### src/rtl/screen_fade_pkg.sv
// Shared widths, brightness limits and fade state encoding for the screen_fade
// output stage and its per-channel scaler.
package screen_fade_pkg;

    localparam int COUNT_W  = 12;
    localparam int RGB_W    = 12;
    localparam int CHAN_W   = 4;
    localparam int BRIGHT_W = 5;
    localparam int CNT_W    = 8;
    localparam int PROD_W   = 8;

    localparam logic [BRIGHT_W-1:0] BRIGHT_MAX = 5'd16;

    typedef enum logic [1:0] {
        IDLE,
        FADE_OUT,
        HOLD_BLACK,
        FADE_IN
    } fade_state_e;

    // 4-bit colour times 5-bit brightness; the largest product is 15*16 = 240.
    function automatic logic [PROD_W-1:0] scale_product(
        input logic [CHAN_W-1:0]   chan,
        input logic [BRIGHT_W-1:0] bright
    );
        return PROD_W'(chan) * PROD_W'(bright);
    endfunction

endpackage

### src/rtl/screen_fade_if.sv
// VGA timing + colour bundle passed between pipeline stages; the producer
// uses the master modport and the consumer uses the slave modport.
interface screen_fade_if;

    logic [screen_fade_pkg::COUNT_W-1:0] hcount;
    logic [screen_fade_pkg::COUNT_W-1:0] vcount;
    logic                                hsync;
    logic                                vsync;
    logic                                hblnk;
    logic                                vblnk;
    logic [screen_fade_pkg::RGB_W-1:0]   rgb;

    modport master (
        output hcount, vcount, hsync, vsync, hblnk, vblnk, rgb
    );

    modport slave (
        input hcount, vcount, hsync, vsync, hblnk, vblnk, rgb
    );

endinterface

### src/rtl/fade_scale.sv
// One colour channel of the fade: stage 1 registers channel*brightness, stage 2
// shifts it down by 4 and blanks it. Define SCREEN_FADE_DITHER_EN for 2x2 ordered rounding.
module fade_scale
    import screen_fade_pkg::*;
(
    input  logic                clk,
    input  logic                reset,
    input  logic [CHAN_W-1:0]   chan,
    input  logic [BRIGHT_W-1:0] bright,
    input  logic                dither,
    input  logic                blank,
    output logic [CHAN_W-1:0]   chan_scaled
);

    logic [PROD_W-1:0] product;
    logic [PROD_W-1:0] rounded;

    always_ff @(posedge clk) begin
        if (!reset) begin
            product <= '0;
        end else begin
            product <= scale_product(chan, bright);
        end
    end

`ifdef SCREEN_FADE_DITHER_EN
    // Half-LSB offset on a checkerboard; 240 + 8 still fits, so no clamp is needed.
    assign rounded = product + (dither ? PROD_W'(8) : PROD_W'(0));
`else
    logic unused_dither;
    assign unused_dither = dither;
    assign rounded       = product;
`endif

    always_ff @(posedge clk) begin
        if (!reset) begin
            chan_scaled <= '0;
        end else if (blank) begin
            chan_scaled <= '0;
        end else begin
            chan_scaled <= rounded[PROD_W-1:PROD_W-CHAN_W];
        end
    end

endmodule

### src/rtl/screen_fade.sv
// Final VGA stage: 2-cycle timing pass-through with frame-synchronous fade to
// black and back. Optional ordered dither via SCREEN_FADE_DITHER_EN.
module screen_fade
    import screen_fade_pkg::*;
#(
    parameter int FRAMES_PER_STEP = 2,
    parameter int HOLD_FRAMES     = 8,
    parameter int START_BLACK     = 0
) (
    input  logic          clk,
    input  logic          reset,
    screen_fade_if.slave  vga_in,
    screen_fade_if.master vga_out,
    input  logic          fade_trigger,
    output logic          fade_busy,
    output logic          fade_mid
);

    localparam logic [CNT_W-1:0]    STEP_LAST    = CNT_W'(FRAMES_PER_STEP - 1);
    localparam logic [CNT_W-1:0]    HOLD_LAST    = (HOLD_FRAMES == 0) ? '0 : CNT_W'(HOLD_FRAMES - 1);
    localparam fade_state_e         RESET_STATE  = (START_BLACK != 0) ? FADE_IN : IDLE;
    localparam logic [BRIGHT_W-1:0] RESET_BRIGHT = (START_BLACK != 0) ? '0 : BRIGHT_MAX;

    fade_state_e         state, state_next;
    logic [BRIGHT_W-1:0] bright, bright_next;
    logic [CNT_W-1:0]    frame_cnt, frame_cnt_next;
    logic                busy_next, mid_next;
    logic                vsync_prev;
    logic                frame_tick;

    logic [COUNT_W-1:0]  hcount_d1, vcount_d1;
    logic                hsync_d1, vsync_d1, hblnk_d1, vblnk_d1;
    logic [CHAN_W-1:0]   red_scaled, green_scaled, blue_scaled;

    assign frame_tick = vga_in.vsync & ~vsync_prev;

    always_ff @(posedge clk) begin
        if (!reset) begin
            state      <= RESET_STATE;
            bright     <= RESET_BRIGHT;
            frame_cnt  <= '0;
            vsync_prev <= 1'b0;
            fade_busy  <= 1'b0;
            fade_mid   <= 1'b0;
        end else begin
            state      <= state_next;
            bright     <= bright_next;
            frame_cnt  <= frame_cnt_next;
            vsync_prev <= vga_in.vsync;
            fade_busy  <= busy_next;
            fade_mid   <= mid_next;
        end
    end

    // A trigger in IDLE wins over a coincident tick: the level stays put that frame.
    always_comb begin
        state_next     = state;
        bright_next    = bright;
        frame_cnt_next = frame_cnt;
        mid_next       = 1'b0;
        case (state)
            IDLE: begin
                bright_next = BRIGHT_MAX;
                if (fade_trigger) begin
                    state_next     = FADE_OUT;
                    frame_cnt_next = '0;
                end
            end
            FADE_OUT: begin
                if (frame_tick) begin
                    if (frame_cnt == STEP_LAST) begin
                        bright_next    = bright - BRIGHT_W'(1);
                        frame_cnt_next = '0;
                        if (bright == BRIGHT_W'(1)) begin
                            state_next = HOLD_BLACK;
                            mid_next   = 1'b1;
                        end
                    end else begin
                        frame_cnt_next = frame_cnt + CNT_W'(1);
                    end
                end
            end
            HOLD_BLACK: begin
                if (frame_tick) begin
                    if (frame_cnt == HOLD_LAST) begin
                        state_next     = FADE_IN;
                        frame_cnt_next = '0;
                    end else begin
                        frame_cnt_next = frame_cnt + CNT_W'(1);
                    end
                end
            end
            FADE_IN: begin
                if (frame_tick) begin
                    if (frame_cnt == STEP_LAST) begin
                        bright_next    = bright + BRIGHT_W'(1);
                        frame_cnt_next = '0;
                        if (bright == BRIGHT_MAX - BRIGHT_W'(1)) begin
                            state_next = IDLE;
                        end
                    end else begin
                        frame_cnt_next = frame_cnt + CNT_W'(1);
                    end
                end
            end
            default: begin
                state_next = IDLE;
            end
        endcase
        busy_next = (state_next != IDLE);
    end

    always_ff @(posedge clk) begin
        if (!reset) begin
            hcount_d1 <= '0;
            vcount_d1 <= '0;
            hsync_d1  <= 1'b0;
            vsync_d1  <= 1'b0;
            hblnk_d1  <= 1'b0;
            vblnk_d1  <= 1'b0;
        end else begin
            hcount_d1 <= vga_in.hcount;
            vcount_d1 <= vga_in.vcount;
            hsync_d1  <= vga_in.hsync;
            vsync_d1  <= vga_in.vsync;
            hblnk_d1  <= vga_in.hblnk;
            vblnk_d1  <= vga_in.vblnk;
        end
    end

    always_ff @(posedge clk) begin
        if (!reset) begin
            vga_out.hcount <= '0;
            vga_out.vcount <= '0;
            vga_out.hsync  <= 1'b0;
            vga_out.vsync  <= 1'b0;
            vga_out.hblnk  <= 1'b0;
            vga_out.vblnk  <= 1'b0;
        end else begin
            vga_out.hcount <= hcount_d1;
            vga_out.vcount <= vcount_d1;
            vga_out.hsync  <= hsync_d1;
            vga_out.vsync  <= vsync_d1;
            vga_out.hblnk  <= hblnk_d1;
            vga_out.vblnk  <= vblnk_d1;
        end
    end

    // Dither and blanking both come from stage 1 so they align with the stored products.
    fade_scale u_scale_red (
        .clk         (clk),
        .reset       (reset),
        .chan        (vga_in.rgb[11:8]),
        .bright      (bright),
        .dither      (hcount_d1[0] ^ vcount_d1[0]),
        .blank       (hblnk_d1 | vblnk_d1),
        .chan_scaled (red_scaled)
    );

    fade_scale u_scale_green (
        .clk         (clk),
        .reset       (reset),
        .chan        (vga_in.rgb[7:4]),
        .bright      (bright),
        .dither      (hcount_d1[0] ^ vcount_d1[0]),
        .blank       (hblnk_d1 | vblnk_d1),
        .chan_scaled (green_scaled)
    );

    fade_scale u_scale_blue (
        .clk         (clk),
        .reset       (reset),
        .chan        (vga_in.rgb[3:0]),
        .bright      (bright),
        .dither      (hcount_d1[0] ^ vcount_d1[0]),
        .blank       (hblnk_d1 | vblnk_d1),
        .chan_scaled (blue_scaled)
    );

    assign vga_out.rgb = {red_scaled, green_scaled, blue_scaled};

endmodule
### src/flat_wrapper.sv
// flat-port wrapper written by rule: the top's interface ports become plain ports
module screen_fade_flat import screen_fade_pkg::*;
#(
    parameter int FRAMES_PER_STEP = 2,
    parameter int HOLD_FRAMES     = 8,
    parameter int START_BLACK     = 0
)
  (clk, reset, fade_trigger, fade_busy, fade_mid, vga_in_hcount, vga_in_vcount, vga_in_hsync, vga_in_vsync, vga_in_hblnk, vga_in_vblnk, vga_in_rgb, vga_out_hcount, vga_out_vcount, vga_out_hsync, vga_out_vsync, vga_out_hblnk, vga_out_vblnk, vga_out_rgb);
  screen_fade_if vga_in_i ();
  screen_fade_if vga_out_i ();
  input  logic clk;
  input  logic reset;
  input  logic fade_trigger;
  output logic fade_busy;
  output logic fade_mid;
  input wire logic [$bits(vga_in_i.hcount)-1:0] vga_in_hcount;
  input wire logic [$bits(vga_in_i.vcount)-1:0] vga_in_vcount;
  input wire logic [$bits(vga_in_i.hsync)-1:0] vga_in_hsync;
  input wire logic [$bits(vga_in_i.vsync)-1:0] vga_in_vsync;
  input wire logic [$bits(vga_in_i.hblnk)-1:0] vga_in_hblnk;
  input wire logic [$bits(vga_in_i.vblnk)-1:0] vga_in_vblnk;
  input wire logic [$bits(vga_in_i.rgb)-1:0] vga_in_rgb;
  output wire logic [$bits(vga_out_i.hcount)-1:0] vga_out_hcount;
  output wire logic [$bits(vga_out_i.vcount)-1:0] vga_out_vcount;
  output wire logic [$bits(vga_out_i.hsync)-1:0] vga_out_hsync;
  output wire logic [$bits(vga_out_i.vsync)-1:0] vga_out_vsync;
  output wire logic [$bits(vga_out_i.hblnk)-1:0] vga_out_hblnk;
  output wire logic [$bits(vga_out_i.vblnk)-1:0] vga_out_vblnk;
  output wire logic [$bits(vga_out_i.rgb)-1:0] vga_out_rgb;
  assign vga_in_i.hcount = vga_in_hcount;
  assign vga_in_i.vcount = vga_in_vcount;
  assign vga_in_i.hsync = vga_in_hsync;
  assign vga_in_i.vsync = vga_in_vsync;
  assign vga_in_i.hblnk = vga_in_hblnk;
  assign vga_in_i.vblnk = vga_in_vblnk;
  assign vga_in_i.rgb = vga_in_rgb;
  assign vga_out_hcount = vga_out_i.hcount;
  assign vga_out_vcount = vga_out_i.vcount;
  assign vga_out_hsync = vga_out_i.hsync;
  assign vga_out_vsync = vga_out_i.vsync;
  assign vga_out_hblnk = vga_out_i.hblnk;
  assign vga_out_vblnk = vga_out_i.vblnk;
  assign vga_out_rgb = vga_out_i.rgb;
  screen_fade #(.FRAMES_PER_STEP(FRAMES_PER_STEP), .HOLD_FRAMES(HOLD_FRAMES), .START_BLACK(START_BLACK)) u_core (.clk(clk), .reset(reset), .vga_in(vga_in_i), .vga_out(vga_out_i), .fade_trigger(fade_trigger), .fade_busy(fade_busy), .fade_mid(fade_mid));
endmodule
### config.mk
export PLATFORM = sky130hd
export DESIGN_NAME = screen_fade_flat
export DESIGN_NICKNAME = d
export VERILOG_FILES = /design/src/rtl/screen_fade_pkg.sv /design/src/rtl/screen_fade_if.sv /design/src/rtl/fade_scale.sv /design/src/rtl/screen_fade.sv /design/src/flat_wrapper.sv
export SDC_FILE = /design/constraint.sdc
export NUM_CORES = 1
export LEC_CHECK = 0
export CORE_UTILIZATION = 55
export DETAILED_ROUTE_END_ITERATION = 12
export GPL_TIMING_DRIVEN = 0
export PLACE_DENSITY = 0.84
export SLEW_MARGIN = 0
export SYNTH_ARGS = -nofsm -noshare
export SYNTH_HDL_FRONTEND = slang
export SYNTH_SLANG_ARGS = --single-unit
export TNS_END_PERCENT = 1
### constraint.sdc
create_clock -name clk -period 5 [get_ports clk]
set_input_delay 0.75 -clock clk [delete_from_list [all_inputs] [get_ports clk]]
set_output_delay 0.75 -clock clk [all_outputs]
set_load 0.01 [all_outputs]
After elaboration in Yosys (flattened, before gate mapping) --
Index checks and enable logic that the tools add are counted.
Storage, ports and cells: register bits after elaboration 109, output and inout bits 42, bits of input ports 43
Cells by class: bitwise operators 4, add/subtract/negate cells 3, multiply operators 3, muxes and demuxes 22, equality and inequality tests 14, reductions and logical operators 8
Operators with widths (count):
- $mux 8 | 5
- $mul 4x5->8 | 3
- $pmux 8 s3 | 1
- $mux 5 | 4
- $mux 2 | 9
- $pmux 5 s3 | 1
- $ne 2x1->1 const B | 6
- $add 8x1->8 const B | 1
- $eq 8x1->1 const B | 1
- $eq 8x3->1 const B | 1
- $pmux 2 s4 | 1
- $add 5x1->5 const B | 1
- $eq 5x1->1 const B | 1
- $eq 5x4->1 const B | 1
- $reduce_and 5->1 | 1
- $sub 5x1->5 const B | 1
- $eq 2x2->1 const B | 2
- $reduce_and 4->1 | 1
- $reduce_or 2->1 | 2
- $reduce_and 3->1 | 1
- $reduce_bool 3->1 | 1
- $eq 2x1->1 const B | 1
- $logic_not 2->1 | 1
- $ne 2x2->1 const B | 1
- other kinds (5) | 6

Longest topological paths before layout --
word-level depth 6, depth in mapped cells 12

By module --
Synthesis repeated with hierarchy kept, for this count alone.
Second synthesis, totals: cells, all modules 470, area total of the unflattened synthesis 4634.4 um^2
By module, submodules not included:
- screen_fade | instances 1, cells each 251, seq. area each 1461.4 um^2, area each 2652.5 um^2
- fade_scale | instances 3, cells each 73, seq. area each 160.2 um^2, area each 660.6 um^2

Worst setup path after synthesis --
No wires, ideal clock.
path kind input -> register, from in vga_in_rgb[11], to reg u_core.u_scale_red.product[7], path slack 1785 ps, required time 4930 ps, arrival time 3144 ps, cell stages on the path 10, path through and2_1 -> fa_1 -> inv_1 -> fa_1 -> inv_1 -> ha_1 -> nand3_1 -> o2111ai_1 -> a2111oi_0 -> o21bai_1
On the way: cells in the longest elaborated chain, start to end 1
Ends and longest elaborated chain:
- start, declared | line flat_wrapper.sv:22 | input wire logic [$bits(vga_in_i.rgb)-1:0] vga_in_rgb;
- $mul 4x5->8 | line screen_fade_pkg.sv:26 | return PROD_W'(chan) * PROD_W'(bright);
- end signal, assigned | line fade_scale.sv:22 | product <= scale_product(chan, bright);
- end, declared | line fade_scale.sv:15 | logic [PROD_W-1:0] product;
Every way passes these cells. A chain may end at the register's enable or synchronous reset.

Worst setup path in the final report --
from reg u_core.bright[2], to reg u_core.u_scale_blue.product[7]
On the way: cells in the longest elaborated chain, start to end 1
Ends and longest elaborated chain:
- start, declared | line screen_fade.sv:25 | logic [BRIGHT_W-1:0] bright, bright_next;
- start signal, assigned | line screen_fade.sv:47 | bright <= bright_next;
- $mul 4x5->8 | line screen_fade_pkg.sv:26
- end signal, assigned | line fade_scale.sv:22
- end, declared | line fade_scale.sv:15
Every way passes these cells.

==> flow_summary.yaml <==
outcome:
  status: "complete, no violations"
critical_path:
  endpoint_kind: "register"
  critPathLaunchType: "register"
  cp.arrival_ps: 3940
  cp_max_fo: 10
  cp.required_ps: 5290
  path_class: "register to register"
finish:
  layout-drive-gt1-share_pct: 5.516
  n_fill_cell: 585
  finalNetCount: 648
  area_delta_synth_final_pct: 25.73
  postLayoutCellArea_sq_mm: 0.005680
  diodes: 0
floorplanning:
  die_x_microns: 92.64
  rows: 32
  coreArea_sq_mm: 0.007848
  design.die.area_sq_mm: 0.008581
  initial_utilization_pct: 57.57
  pin_count: 85
  fp.dieH_microns: 92.64
detailed_routing:
  dr.pass1.iters: 5
  wl_per_cell_microns: 13.84
  wirelength_microns: 9188
  highest-signal-layer: "met4"
  routed-wl-met2_microns: 4524
  route.met3.wl_microns: 558
  ant_nets: 0
  drc_errors: 0
  vias_per_cell: 5.276
  drt_iter0_drc: 217
  met1Wirelength_microns: 4017
  vias: 3503
clocking:
  clock_latency_ps: 360
  htreeDepth: 3
  cts_made_buffers: 9
  holdBufCountCts: 0
  post_cts_buffers: 0
  cts_root_buffer: "clkbuf_8"
  ctsResizeCount: 0
  path_clk_slew_ps: 100
  cts_buffer_depth: 2
  cts_sinks: 97
  cts_tree: "yes"
logic_synthesis:
  synthesis.instances: 462
  synth.distinct_cells: 48
  yosys-top-cells-area: "dfxtp_1 (43%), and2_1 (13%), ha_1 (9.1%)"
  yosys_warnings: 0
  synth_nets: 553
  yosysTopAreaCell: "dfxtp_1"
  ys_seq_area_share_pct: 42.98
  synthesis.area_sq_mm: 0.004518
  synth_seq_cells: 97
  syn_area_per_cell_sq_um: 9.779
  synth-main-ff-cell: "dfxtp_1"
  async_reset_ff_share_pct: 0
  synth_edf_count: 0
  synth_top_area_share_pct: 42.98
sta:
  finalSetupViolations: 0
  fmax_ghz: 0.2745
  drv_slew: 0
  worst_pin_slew_ps: 699.5
  hold_violations: 0
  setup-tns-final_ps: 0
  relSlewSlack_pct: 52.98
  fin_crit_sh_pct: 72.86
  skew_ps: 7.125
  rsz0062_at_grt: "no"
  min_period_ps: 3643
pwr:
  p_per_area_mw_per_mm2: 261.2
  p_leak_nw: 2.373
  peakVddDrop_mv: 0.1780
placement:
  port_buffers: 84
  placed_area_sq_mm: 0.005487
  gp_congestion: 0.8504
  dp.final_hpwl_microns: 6932
global_route:
  grt_pass1_wl_microns: 15700
  grt_pass1_vias: 3464
  grt_start_max_net_pins: 19
  overflow: 0
  antenna_found_initial: 0
  grt_usage_pct: 23.17
run:
  cap_viol_max_count: 0
worst_hold_path:
  hold_class: "register to register"
## report_power, final
group          internal, W  switching (W)
sequential        0.000807     0.00000990
clock             0.000206       0.000287
combinational    0.0000943      0.0000801
total              0.00111       0.000377
## logic make-up (layout without fill, tap and decap cells)
family                   Yosys count  count (layout)  synth area share, %
AND/OR/NAND/NOR                  195             195                24.56
multiplexers                       5               5                1.191
AO/OA/AOI/OAI                     55              55                8.973
buffers and inverters             50             150                4.181
flip-flops                        97              97                42.98
XOR/XNOR                          12              12                2.326
adder cells (fa/ha/maj)           48              48                15.79
## layout by cell type (no fill, tap or decap), drive strengths merged, types with 5 or more instances in the layout
cell           netlist  final
a21oi                8      8
a221oi               5      5
and2                95     95
clkbuf              20     30
clkdlybuf4s50        0     84
dfxtp               97     97
fa                  15     15
ha                  33     33
inv                 28     32
nand2               39     39
nand3                5      5
nand4                8      8
nor2                17     17
o211ai               5      5
o21ai                6      6
o21bai               5      5
or4                  8      8
xnor2               12     12
## metrics by stage
step	instances	total power, W	setup WS, ps	utilization (%)	hold slack (ps)
3_3_place_gp	648	0.001002	1179	69.91	407.3
6_report	664	0.001483	1357	72.39	430.9
4_1_cts	664	0.001493	1361	72.39	433.2
2_1_floorplan	462	0.0009207	1785	-	405.7
5_1_grt	664	0.001551	1116	72.39	445.0
3_5_place_dp	648	0.001009	989.9	69.91	415.7
## final timing paths
kind                                                    to                                       from  slack, ps  cells past startpoint
min reg2reg  u_core.u_scale_blue.chan_scaled[2]$_SDFF_PP0_  u_core.u_scale_blue.product[6]$_SDFF_PN0_        430                      1
max              u_core.u_scale_blue.product[7]$_SDFF_PN0_              u_core.bright[2]$_SDFFE_PN0P_       1360                     11
max reg2reg      u_core.u_scale_blue.product[7]$_SDFF_PN0_              u_core.bright[2]$_SDFFE_PN0P_       1360                     11
min          u_core.u_scale_blue.chan_scaled[2]$_SDFF_PP0_  u_core.u_scale_blue.product[6]$_SDFF_PN0_        430                      1
## worst max-delay path, stage by stage, from the launching register on
cell       delay, ps
dfxtp_1          320
clkbuf_1         340
clkbuf_1         400
nand2_1          140
fa_1             500
inv_1             60
fa_1             470
ha_1             300
nand4_1          140
o2111ai_1        200
a2111oi_0        510
o21bai_1         170
## cells in the mapped netlist (2+ instances only)
cell	count
nor2_1	17
o21ai_0	5
or4_2	2
mux2_2	3
nand3_1	5
ha_1	33
nor4_1	2
nor3b_1	2
clkbuf_1	20
nand4_1	8
or2_2	2
inv_1	28
a21o_1	3
a221oi_1	5
and3_1	2
o31ai_1	4
o211ai_1	5
o21bai_1	5
dfxtp_1	97
or4_4	2
a211oi_1	4
a2111oi_0	3
nor3_1	4
o2111ai_1	4
xnor2_1	12
nor2b_1	2
fa_1	15
o21a_1	2
nand2_1	39
and2_1	95
or4_1	4
nand3b_1	3
a21oi_1	8
mux2i_1	2
nand4b_1	2
## state kept, by name, indices dropped and copies added (netlist names), 5 cells and up
name	count
u_core.bright	5
u_core.frame_cnt	8
u_core.hcount_d1	12
u_core.vcount_d1	12
u_core.vga_out.hcount	12
u_core.vga_out.vcount	12
## metal layers
layer  GRT usage (%)  vias up
li1                -     1741
met1           28.68     1624
met2           40.86      127
met3           3.202       11
met4           8.718        0
met5               0        -
## cell type report
class | instances | area, sq um | area share, %
buffer | 21 | 80.08 | 1.410
clock buffer | 10 | 137.6 | 2.423
clock inverter | 6 | 56.30 | 0.9912
inverter | 29 | 108.9 | 1.916
multi-input combinational | 315 | 2387 | 42.03
sequential | 97 | 1942 | 34.18
tap | 102 | 127.6 | 2.247
timing repair buffer | 84 | 840.8 | 14.80
No activity file was read; power rests on OpenSTA's default activity.
